## src/rtl/spi_arb_pkg.sv

```systemverilog
// rtl/spi_arb_pkg.sv - shared types and width helpers for the SPI bus arbiter
package spi_arb_pkg;

    typedef enum logic [2:0] {
        IDLE,
        SETUP,
        SHIFT,
        HOLD,
        GAP
    } state_t;

    // Counter width able to hold values 0..n-1, never narrower than one bit.
    function automatic int cnt_w(input int n);
        return (n <= 2) ? 1 : $clog2(n);
    endfunction

endpackage

```

## src/rtl/spi_bus_arbiter_rr.sv

```systemverilog
// rtl/spi_bus_arbiter_rr.sv - round-robin winner selection with registered pointer
module rr_arbiter #(
    parameter int NREQ = 4
) (
    input  logic            i_clk,
    input  logic            i_rst,
    input  logic [NREQ-1:0] i_req,
    input  logic            i_accept,
    output logic [NREQ-1:0] o_win
);
    import spi_arb_pkg::*;

    localparam int PTR_W = cnt_w(NREQ);

    logic [PTR_W-1:0] r_ptr;
    logic [PTR_W-1:0] w_win_idx;
    logic             w_found;
    int               w_idx;

    // Search upward from the pointer with wrap-around; first pending request wins.
    always_comb begin
        o_win     = '0;
        w_win_idx = '0;
        w_found   = 1'b0;
        w_idx     = 0;
        for (int k = 0; k < NREQ; k++) begin
            w_idx = int'(r_ptr) + k;
            if (w_idx >= NREQ) begin
                w_idx = w_idx - NREQ;
            end
            if (!w_found && i_req[w_idx]) begin
                w_found       = 1'b1;
                o_win[w_idx]  = 1'b1;
                w_win_idx     = PTR_W'(w_idx);
            end
        end
    end

    // Pointer moves just past the accepted winner so it gets lowest priority next.
    always_ff @(posedge i_clk) begin
        if (i_rst) begin
            r_ptr <= '0;
        end else if (i_accept && w_found) begin
            r_ptr <= (w_win_idx == PTR_W'(NREQ - 1)) ? '0 : w_win_idx + 1'b1;
        end
    end

endmodule

```

## src/rtl/spi_bus_arbiter.sv

```systemverilog
// rtl/spi_bus_arbiter.sv - mode-0 SPI master shared round-robin between requesters
module spi_bus_arbiter #(
    parameter int BITS    = 8,
    parameter int NREQ    = 4,
    parameter int CLK_DIV = 4,
    parameter int CS_GAP  = 2
) (
    input  logic                 i_clk,
    input  logic                 i_rst,
    input  logic [NREQ-1:0]      i_req,
    input  logic [NREQ*BITS-1:0] i_tx_data,
    output logic [NREQ-1:0]      o_grant,
    output logic [NREQ-1:0]      o_done,
    output logic [BITS-1:0]      o_rx_data,
    output logic                 o_busy,
    output logic                 o_sclk,
    output logic [NREQ-1:0]      o_ss_n,
    output logic                 o_mosi,
    input  logic                 i_miso
);
    import spi_arb_pkg::*;

    localparam int DIV_W  = cnt_w(CLK_DIV);
    localparam int EDGE_W = cnt_w(2 * BITS + 1);
    localparam int GAP_W  = cnt_w(CS_GAP);

    state_t            r_state;
    state_t            w_state_nxt;
    logic [DIV_W-1:0]  r_div_cnt;
    logic [EDGE_W-1:0] r_edge_cnt;
    logic [GAP_W-1:0]  r_gap_cnt;
    logic [BITS-1:0]   r_tx_sh;
    logic [BITS-1:0]   r_rx_sh;
    logic [BITS-1:0]   r_rx_data;
    logic [BITS-1:0]   w_tx_word;
    logic [NREQ-1:0]   r_grant;
    logic [NREQ-1:0]   r_done;
    logic [NREQ-1:0]   r_ss_n;
    logic [NREQ-1:0]   w_win;
    logic              r_sclk;
    logic              r_mosi;
    logic              w_tick;
    logic              w_last_edge;
    logic              w_gap_end;
    logic              w_accept;

    assign w_tick      = (r_div_cnt == DIV_W'(CLK_DIV - 1));
    assign w_last_edge = (r_edge_cnt == EDGE_W'(2 * BITS - 1));
    assign w_gap_end   = (r_gap_cnt == GAP_W'(CS_GAP - 1));
    assign w_accept    = (r_state == IDLE) && (|i_req);

    rr_arbiter #(.NREQ(NREQ)) u_rr (
        .i_clk    (i_clk),
        .i_rst    (i_rst),
        .i_req    (i_req),
        .i_accept (w_accept),
        .o_win    (w_win)
    );

    // Pick the winner's transmit word out of the packed request bus.
    always_comb begin
        w_tx_word = '0;
        for (int i = 0; i < NREQ; i++) begin
            if (w_win[i]) begin
                w_tx_word = i_tx_data[i*BITS +: BITS];
            end
        end
    end

    // Phase sequencing: select asserted, clocking, hold before deselect, inter-transfer gap.
    always_comb begin
        w_state_nxt = r_state;
        case (r_state)
            IDLE:    if (|i_req)                w_state_nxt = SETUP;
            SETUP:   if (w_tick)                w_state_nxt = SHIFT;
            SHIFT:   if (w_tick && w_last_edge) w_state_nxt = HOLD;
            HOLD:    if (w_tick)                w_state_nxt = GAP;
            GAP:     if (w_gap_end)             w_state_nxt = IDLE;
            default:                            w_state_nxt = IDLE;
        endcase
    end

    // State register.
    always_ff @(posedge i_clk) begin
        if (i_rst) begin
            r_state <= IDLE;
        end else begin
            r_state <= w_state_nxt;
        end
    end

    // Divider, edge counting, shift registers and registered bus outputs.
    always_ff @(posedge i_clk) begin
        if (i_rst) begin
            r_div_cnt  <= '0;
            r_edge_cnt <= '0;
            r_gap_cnt  <= '0;
            r_tx_sh    <= '0;
            r_rx_sh    <= '0;
            r_rx_data  <= '0;
            r_grant    <= '0;
            r_done     <= '0;
            r_ss_n     <= '1;
            r_sclk     <= 1'b0;
            r_mosi     <= 1'b0;
        end else begin
            r_done <= '0;
            if (r_state == SETUP || r_state == SHIFT || r_state == HOLD) begin
                r_div_cnt <= w_tick ? '0 : r_div_cnt + 1'b1;
            end else begin
                r_div_cnt <= '0;
            end
            r_gap_cnt <= (r_state == GAP) ? r_gap_cnt + 1'b1 : '0;
            case (r_state)
                IDLE: begin
                    if (w_accept) begin
                        r_grant    <= w_win;
                        r_ss_n     <= ~w_win;
                        r_tx_sh    <= w_tx_word;
                        r_mosi     <= w_tx_word[BITS-1];
                        r_sclk     <= 1'b0;
                        r_edge_cnt <= '0;
                    end
                end
                SETUP: begin
                    if (w_tick) begin
                        r_sclk     <= 1'b1;
                        r_rx_sh    <= {r_rx_sh[BITS-2:0], i_miso};
                        r_edge_cnt <= EDGE_W'(1);
                    end
                end
                SHIFT: begin
                    if (w_tick) begin
                        r_sclk     <= ~r_sclk;
                        r_edge_cnt <= r_edge_cnt + 1'b1;
                        if (!r_sclk) begin
                            r_rx_sh <= {r_rx_sh[BITS-2:0], i_miso};
                        end else if (w_last_edge) begin
                            r_mosi <= 1'b0;
                        end else begin
                            r_mosi  <= r_tx_sh[BITS-2];
                            r_tx_sh <= {r_tx_sh[BITS-2:0], 1'b0};
                        end
                    end
                end
                HOLD: begin
                    if (w_tick) begin
                        r_ss_n    <= '1;
                        r_grant   <= '0;
                        r_done    <= r_grant;
                        r_rx_data <= r_rx_sh;
                    end
                end
                default: ;
            endcase
        end
    end

    assign o_grant   = r_grant;
    assign o_done    = r_done;
    assign o_rx_data = r_rx_data;
    assign o_busy    = (r_state != IDLE);
    assign o_sclk    = r_sclk;
    assign o_ss_n    = r_ss_n;
    assign o_mosi    = r_mosi;

endmodule

```

## config.mk

```make
export PLATFORM = sky130hd
export DESIGN_NAME = spi_bus_arbiter
export DESIGN_NICKNAME = d
export VERILOG_FILES = /design/src/rtl/spi_arb_pkg.sv /design/src/rtl/spi_bus_arbiter_rr.sv /design/src/rtl/spi_bus_arbiter.sv
export SDC_FILE = /design/constraint.sdc
export NUM_CORES = 1
export LEC_CHECK = 0
export BUFFER_PORTS_ARGS = -buffer_cell sky130_fd_sc_hd__buf_2
export CAP_MARGIN = 20
export CORE_ASPECT_RATIO = 0.5
export CORE_MARGIN = 10
export CORE_UTILIZATION = 40
export CTS_CLUSTER_DIAMETER = 40
export DETAILED_ROUTE_END_ITERATION = 16
export PLACE_DENSITY = 0.66
export SLEW_MARGIN = 20
export SYNTH_ARGS = -nofsm -noshare
export SYNTH_HDL_FRONTEND = slang
export SYNTH_SLANG_ARGS = --single-unit
```

## constraint.sdc

```tcl
create_clock -name i_clk -period 9.76 [get_ports i_clk]
set_clock_uncertainty 0.05 [all_clocks]
set_input_delay 0.488 -clock i_clk [delete_from_list [all_inputs] [get_ports i_clk]]
set_output_delay 0.488 -clock i_clk [all_outputs]
set_load 0.1 [all_outputs]
```

# After elaboration in Yosys (flattened, before gate mapping)
# Index checks and enable logic that the tools add are counted.
# totals
reg_bits	50
input_bits	39
out_inout_bits	23
# classes
add_sub_neg	11
n_lt_le_gt_ge	12
n_eq_ne	17
muxes	75
bitwise_logic	9
n_reduce_logical	32
# op_table
op	n
32-bit by 1-bit >= comparator with 1-bit output, second input constant	4
32-bit by 4-bit less-than comparator with 1-bit output, second input constant	4
32-bit 2-to-1 mux	4
32-bit by 4-bit >= comparator with 1-bit output, second input constant	3
32-bit by 4-bit subtractor with 32-bit output, second input constant	3
8-bit 2-to-1 mux	7
4-bit 2-to-1 mux	8
7-bit 2-to-1 mux	4
1-bit 2-to-1 mux	23
2-bit inequality test, second input constant	8
4-bit one-hot mux with 2 select lines	2
8-bit one-hot mux with 2 select lines	1
3-bit 2-to-1 mux	5
5-bit 2-to-1 mux	3
3-bit one-hot mux with 5 select lines	1
5-bit one-hot mux with 3 select lines	1
7-bit one-hot mux with 2 select lines	1
4-bit OR	3
4-bit AND reduction	3
1-bit logical AND	10
2-bit 2-to-1 mux	5
5-bit AND reduction	2
1-bit binary-select mux with 2-bit select	4
1-bit demux with 2-bit select	4
other kinds (27)	43

# Longest topological paths before layout
# logic_depth
word_depth	21
mapped_depth	12
ltp_nobuf	9

# Modules after synthesis
# Synthesis repeated with hierarchy kept, for this count alone.
# unflattened
hier_cells	323
hier_area_um2	2895.3
# modules_own_cells
module	n_inst	cells_each	area_each_um2	seq_area_each_um2
spi_bus_arbiter	1	251	2264.7	960.9
rr_arbiter	1	72	630.6	40.0

# Worst setup path before layout
# No wires, ideal clock.
# synth_timing
path_type	flip-flop to flip-flop
startpoint	register with a tool-made name
endpoint	register r_tx_sh[6]
t_arrival_ns	3.015
required_time_ns	9.574
path_slack_ns	6.559
path_stages_with_launch	12
synth_period_minus_slack_ns	3.201
cell_sequence	dfxtp_1 buf_4 inv_1 ha_1 buf_6 mux4_2 nor4b_4 a22oi_2 and3_1 buf_6 a211oi_2 o221ai_1
# synth_rtl
item	line	rtl
to (signal assigned)	spi_bus_arbiter.sv:119	r_tx_sh <= w_tx_word;
to (signal assigned)	spi_bus_arbiter.sv:142	r_tx_sh <= {r_tx_sh[BITS-2:0], 1'b0};
to (decl)	spi_bus_arbiter.sv:32	logic [BITS-1:0] r_tx_sh;

==> flow_metrics.env <==
export IMPL_dieArea_um2=11200
export IMPL_arrival_ps=4220
export IMPL_postCtsHoldBufs=0
export IMPL_syn_avg_cell_area_um2=8.38
export IMPL_syn_inst=343
export IMPL_hold_worst_slack_ps=377
export IMPL_dr_pass1_iters=5
export IMPL_gp_congestion=0.879
export IMPL_grt_use_total_pct=12.7
export IMPL_core_area_um2=6830
export IMPL_clkPwrFrac_pct=16.7
export IMPL_leakagePower_nw=1.47
export IMPL_synthesis_nets=391
export IMPL_layout_common_cells="61 x buf_2, 50 x dfxtp_1, 43 x nor2_1, 43 x nand2_1, 23 x a21oi_1"
export IMPL_path_delay_family="compound AO/OA/AOI/OAI gates"
export IMPL_clock_latency_ps=290
export IMPL_power_switching_w=0.000526
export IMPL_post_route_drc_count=0
export IMPL_cp_slowest_cell="dfxtp_1"
export IMPL_hp_class="flop to flop"
export IMPL_rsz0062_at_grt="no"
export IMPL_vias=2669
export IMPL_synth_flop_cell="dfxtp_1"
export IMPL_grt_overflow_total=0
export IMPL_p_int_w=0.000522
export IMPL_maxCapViolations=0
export IMPL_avgRoutedWirePerCell_um=15.8
export IMPL_ios=62
export IMPL_htree_levels=2
export IMPL_powerDensity_nw_per_um2=315
export IMPL_slew_violations=0
export IMPL_crit_path_end_kind="flop"
export IMPL_fin_nets=436
export IMPL_cts_tree="done"
export IMPL_status="finished clean"
export IMPL_yosysWarnings=0
export IMPL_syn_area_um2=2870
export IMPL_worst_path_largest_cell_delay_ps=720
export IMPL_pwr_share_comb_pct=55.8
export IMPL_antenna_found_initial=0
export IMPL_setup_tns_ps=0
export IMPL_crit_required_ps=9910
export IMPL_antenna_cells=0
export IMPL_rows=21
export IMPL_cts_resized=0
export IMPL_synth_cell_types=49
export IMPL_io_buffers=61
export IMPL_hold_violations=0
export IMPL_max_freq_mhz=246
export IMPL_crit_fanout=18
export IMPL_power_frac_seq_pct=27.5
export IMPL_ys_seq_elements=50
export IMPL_cp_num_buf_inv=1
export IMPL_post_route_min_period_ps=4060
export IMPL_clkSlewWorstSetupHoldPaths_ps=70
export IMPL_first_iter_violations=279
export IMPL_start_kind="flop"
export IMPL_drive_gt1_share_pct=22.9
export IMPL_worstPathCellList="inv_1, ha_1, mux4_2, a221o_1, a22oi_2, and3_1, a211oi_2, o221ai_1"
export IMPL_ir_drop_uv=104
export IMPL_p_total_w=0.00105
export IMPL_cts_sinks=50
export IMPL_syn_to_final_growth_pct=15.6
export IMPL_crit_type="flop to flop"
export IMPL_grt_pass1_wl_mm=12.1
export IMPL_cts_buffer_depth=2
export IMPL_wl_mm=7.58
export IMPL_postCtsSetupBuffers=0
export IMPL_numCtsBuffers=5
export IMPL_fp_dieH_um=79.9
export IMPL_initial_core_util_pct=42.1
export IMPL_final_common_cell="buf_2"
export IMPL_p_sw_share_pct=50.2
export IMPL_ant_nets=0
export IMPL_vias_per_cell=5.55
export IMPL_finalSetupViolations=0
export IMPL_place_hpwl_mm=5.72
export IMPL_final_util_pct=48.6
export IMPL_grt_max_degree=38
export IMPL_period_share_pct=41.6
export IMPL_seq_area_frac_synth_pct=34.8
export IMPL_die_w_um=140
export IMPL_async_flop_share_pct=0
export IMPL_tightest_slew_ps=674
export IMPL_ctsRootBufferMaster="clkbuf_16"
export IMPL_grt_pass1_vias=2488
export IMPL_relSlewSlack_pct=54.7
export IMPL_finish_instance_area_um2=3320
export IMPL_placed_cell_area_um2=3180
export IMPL_synth_edf_count=0
[state kept, by name, indices dropped and copies added (netlist names), named ones only]
signal / count
o_rx_data: 8
r_rx_sh: 8
r_tx_sh: 7
r_edge_cnt: 5
o_done: 4
o_grant: 4
o_ss_n: 4
r_state: 3
r_div_cnt: 2
o_mosi: 1
o_sclk: 1
r_gap_cnt: 1
u_rr.r_ptr: 1
[synthesized netlist by cell type (2+ instances only)]
master     n  area, um2
nand3_1    6       30.0
nand2_1   43        161
a211o_1    2       17.5
o211ai_1   2       15.0
buf_2      4       20.0
mux4_2     4       90.1
and3_1     4       25.0
o21ai_1    6       30.0
and3b_1    6       52.6
xnor2_1    2       17.5
o21ai_0   11       55.1
dfxtp_1   50       1000
xor2_1     2       17.5
nand4_1    3       18.8
o21bai_1   2       15.0
nor2b_1    4       25.0
nor2_1    43        161
nor3_1     4       20.0
buf_4      2       15.0
ha_1       9        113
clkbuf_1  14       52.6
and2_1     7       43.8
inv_1     14       52.6
or4_1      2       15.0
a21oi_1   23        115
a21o_1     3       22.5
a211oi_2   7       87.6
a22oi_2    3       37.5
nand3b_1   2       15.0
mux2i_1   13        130
a221o_1    3       30.0
nand2b_1   6       37.5
o221ai_1  13        114
buf_6      3       33.8
a221oi_1   5       43.8
nor4_1     3       18.8
[power groups by stage]
stage	Combinational (W)	Sequential, W	Clock, W
final	0.000585	0.000288	0.000175
after global routing	0.000628	0.000296	0.000184
after global placement	0.000568	0.000291	0
after floorplan	0.000380	0.000404	0
after CTS	0.000582	0.000289	0.000177
after detailed placement	0.000579	0.000293	0
[cell type report]
class	count	area (um2)
Sequential cell	50	1000
Fill cell	655	3510
Clock buffer	5	125
Timing Repair Buffer	62	313
Multi-Input combinational cell	255	1690
Inverter	14	52.6
Tap cell	92	115
Clock inverter	3	21.3
[path summary, 6_finish.rpt]
| kind | startpoint | end | slack [ps] | depth (start not counted) |
|---|---|---|---|---|
| worst max register to register | flop | r_tx_sh[4] | 5700 | 8 |
| worst min-delay path | r_div_cnt[0] | r_div_cnt[0] | 380 | 1 |
| worst min register to register | r_div_cnt[0] | r_div_cnt[0] | 380 | 1 |
| worst max-delay path | flop | r_tx_sh[4] | 5700 | 8 |
[per-stage QoR]
step / std cells / worst slack (ps)
final: 481 / 5700
after global routing: 481 / 5400
after CTS: 481 / 5690
after global placement: 473 / 5990
after detailed placement: 473 / 5690
after floorplan: 343 / 6560
[routing by layer]
layer  global-route usage [%]  routed length (um)  up-vias
met1                     15.9                3490     1265
li1                         -                   -     1321
met4                     3.28                  92        0
met3                     2.91                 400        8
met5                        0                   0        -
met2                     21.5                3600       75
[cell families (layout without fill, tap and decap cells)]
kind of cell    after synthesis  in the layout  share of synthesized area (%)
compound gates               87             87                           22.3
xor+xnor                      4              4                           1.22
fa+ha+maj                     9              9                           3.92
buf+inv                      38             84                           6.18
flops                        50             50                           34.8
mux                          18             18                           8.06
simple gates                137            137                           23.5
[worst register-to-register path: cells and delay by family (launching register included)]
family	cells	cell delay (ps)
and+or+nand+nor	1	510
adders and majority gates	1	510
muxes	1	670
buffers and inverters	1	270
AOI/OAI and AO/OA	4	1240
DFF	1	720
Power figures use the tool's default switching activity.
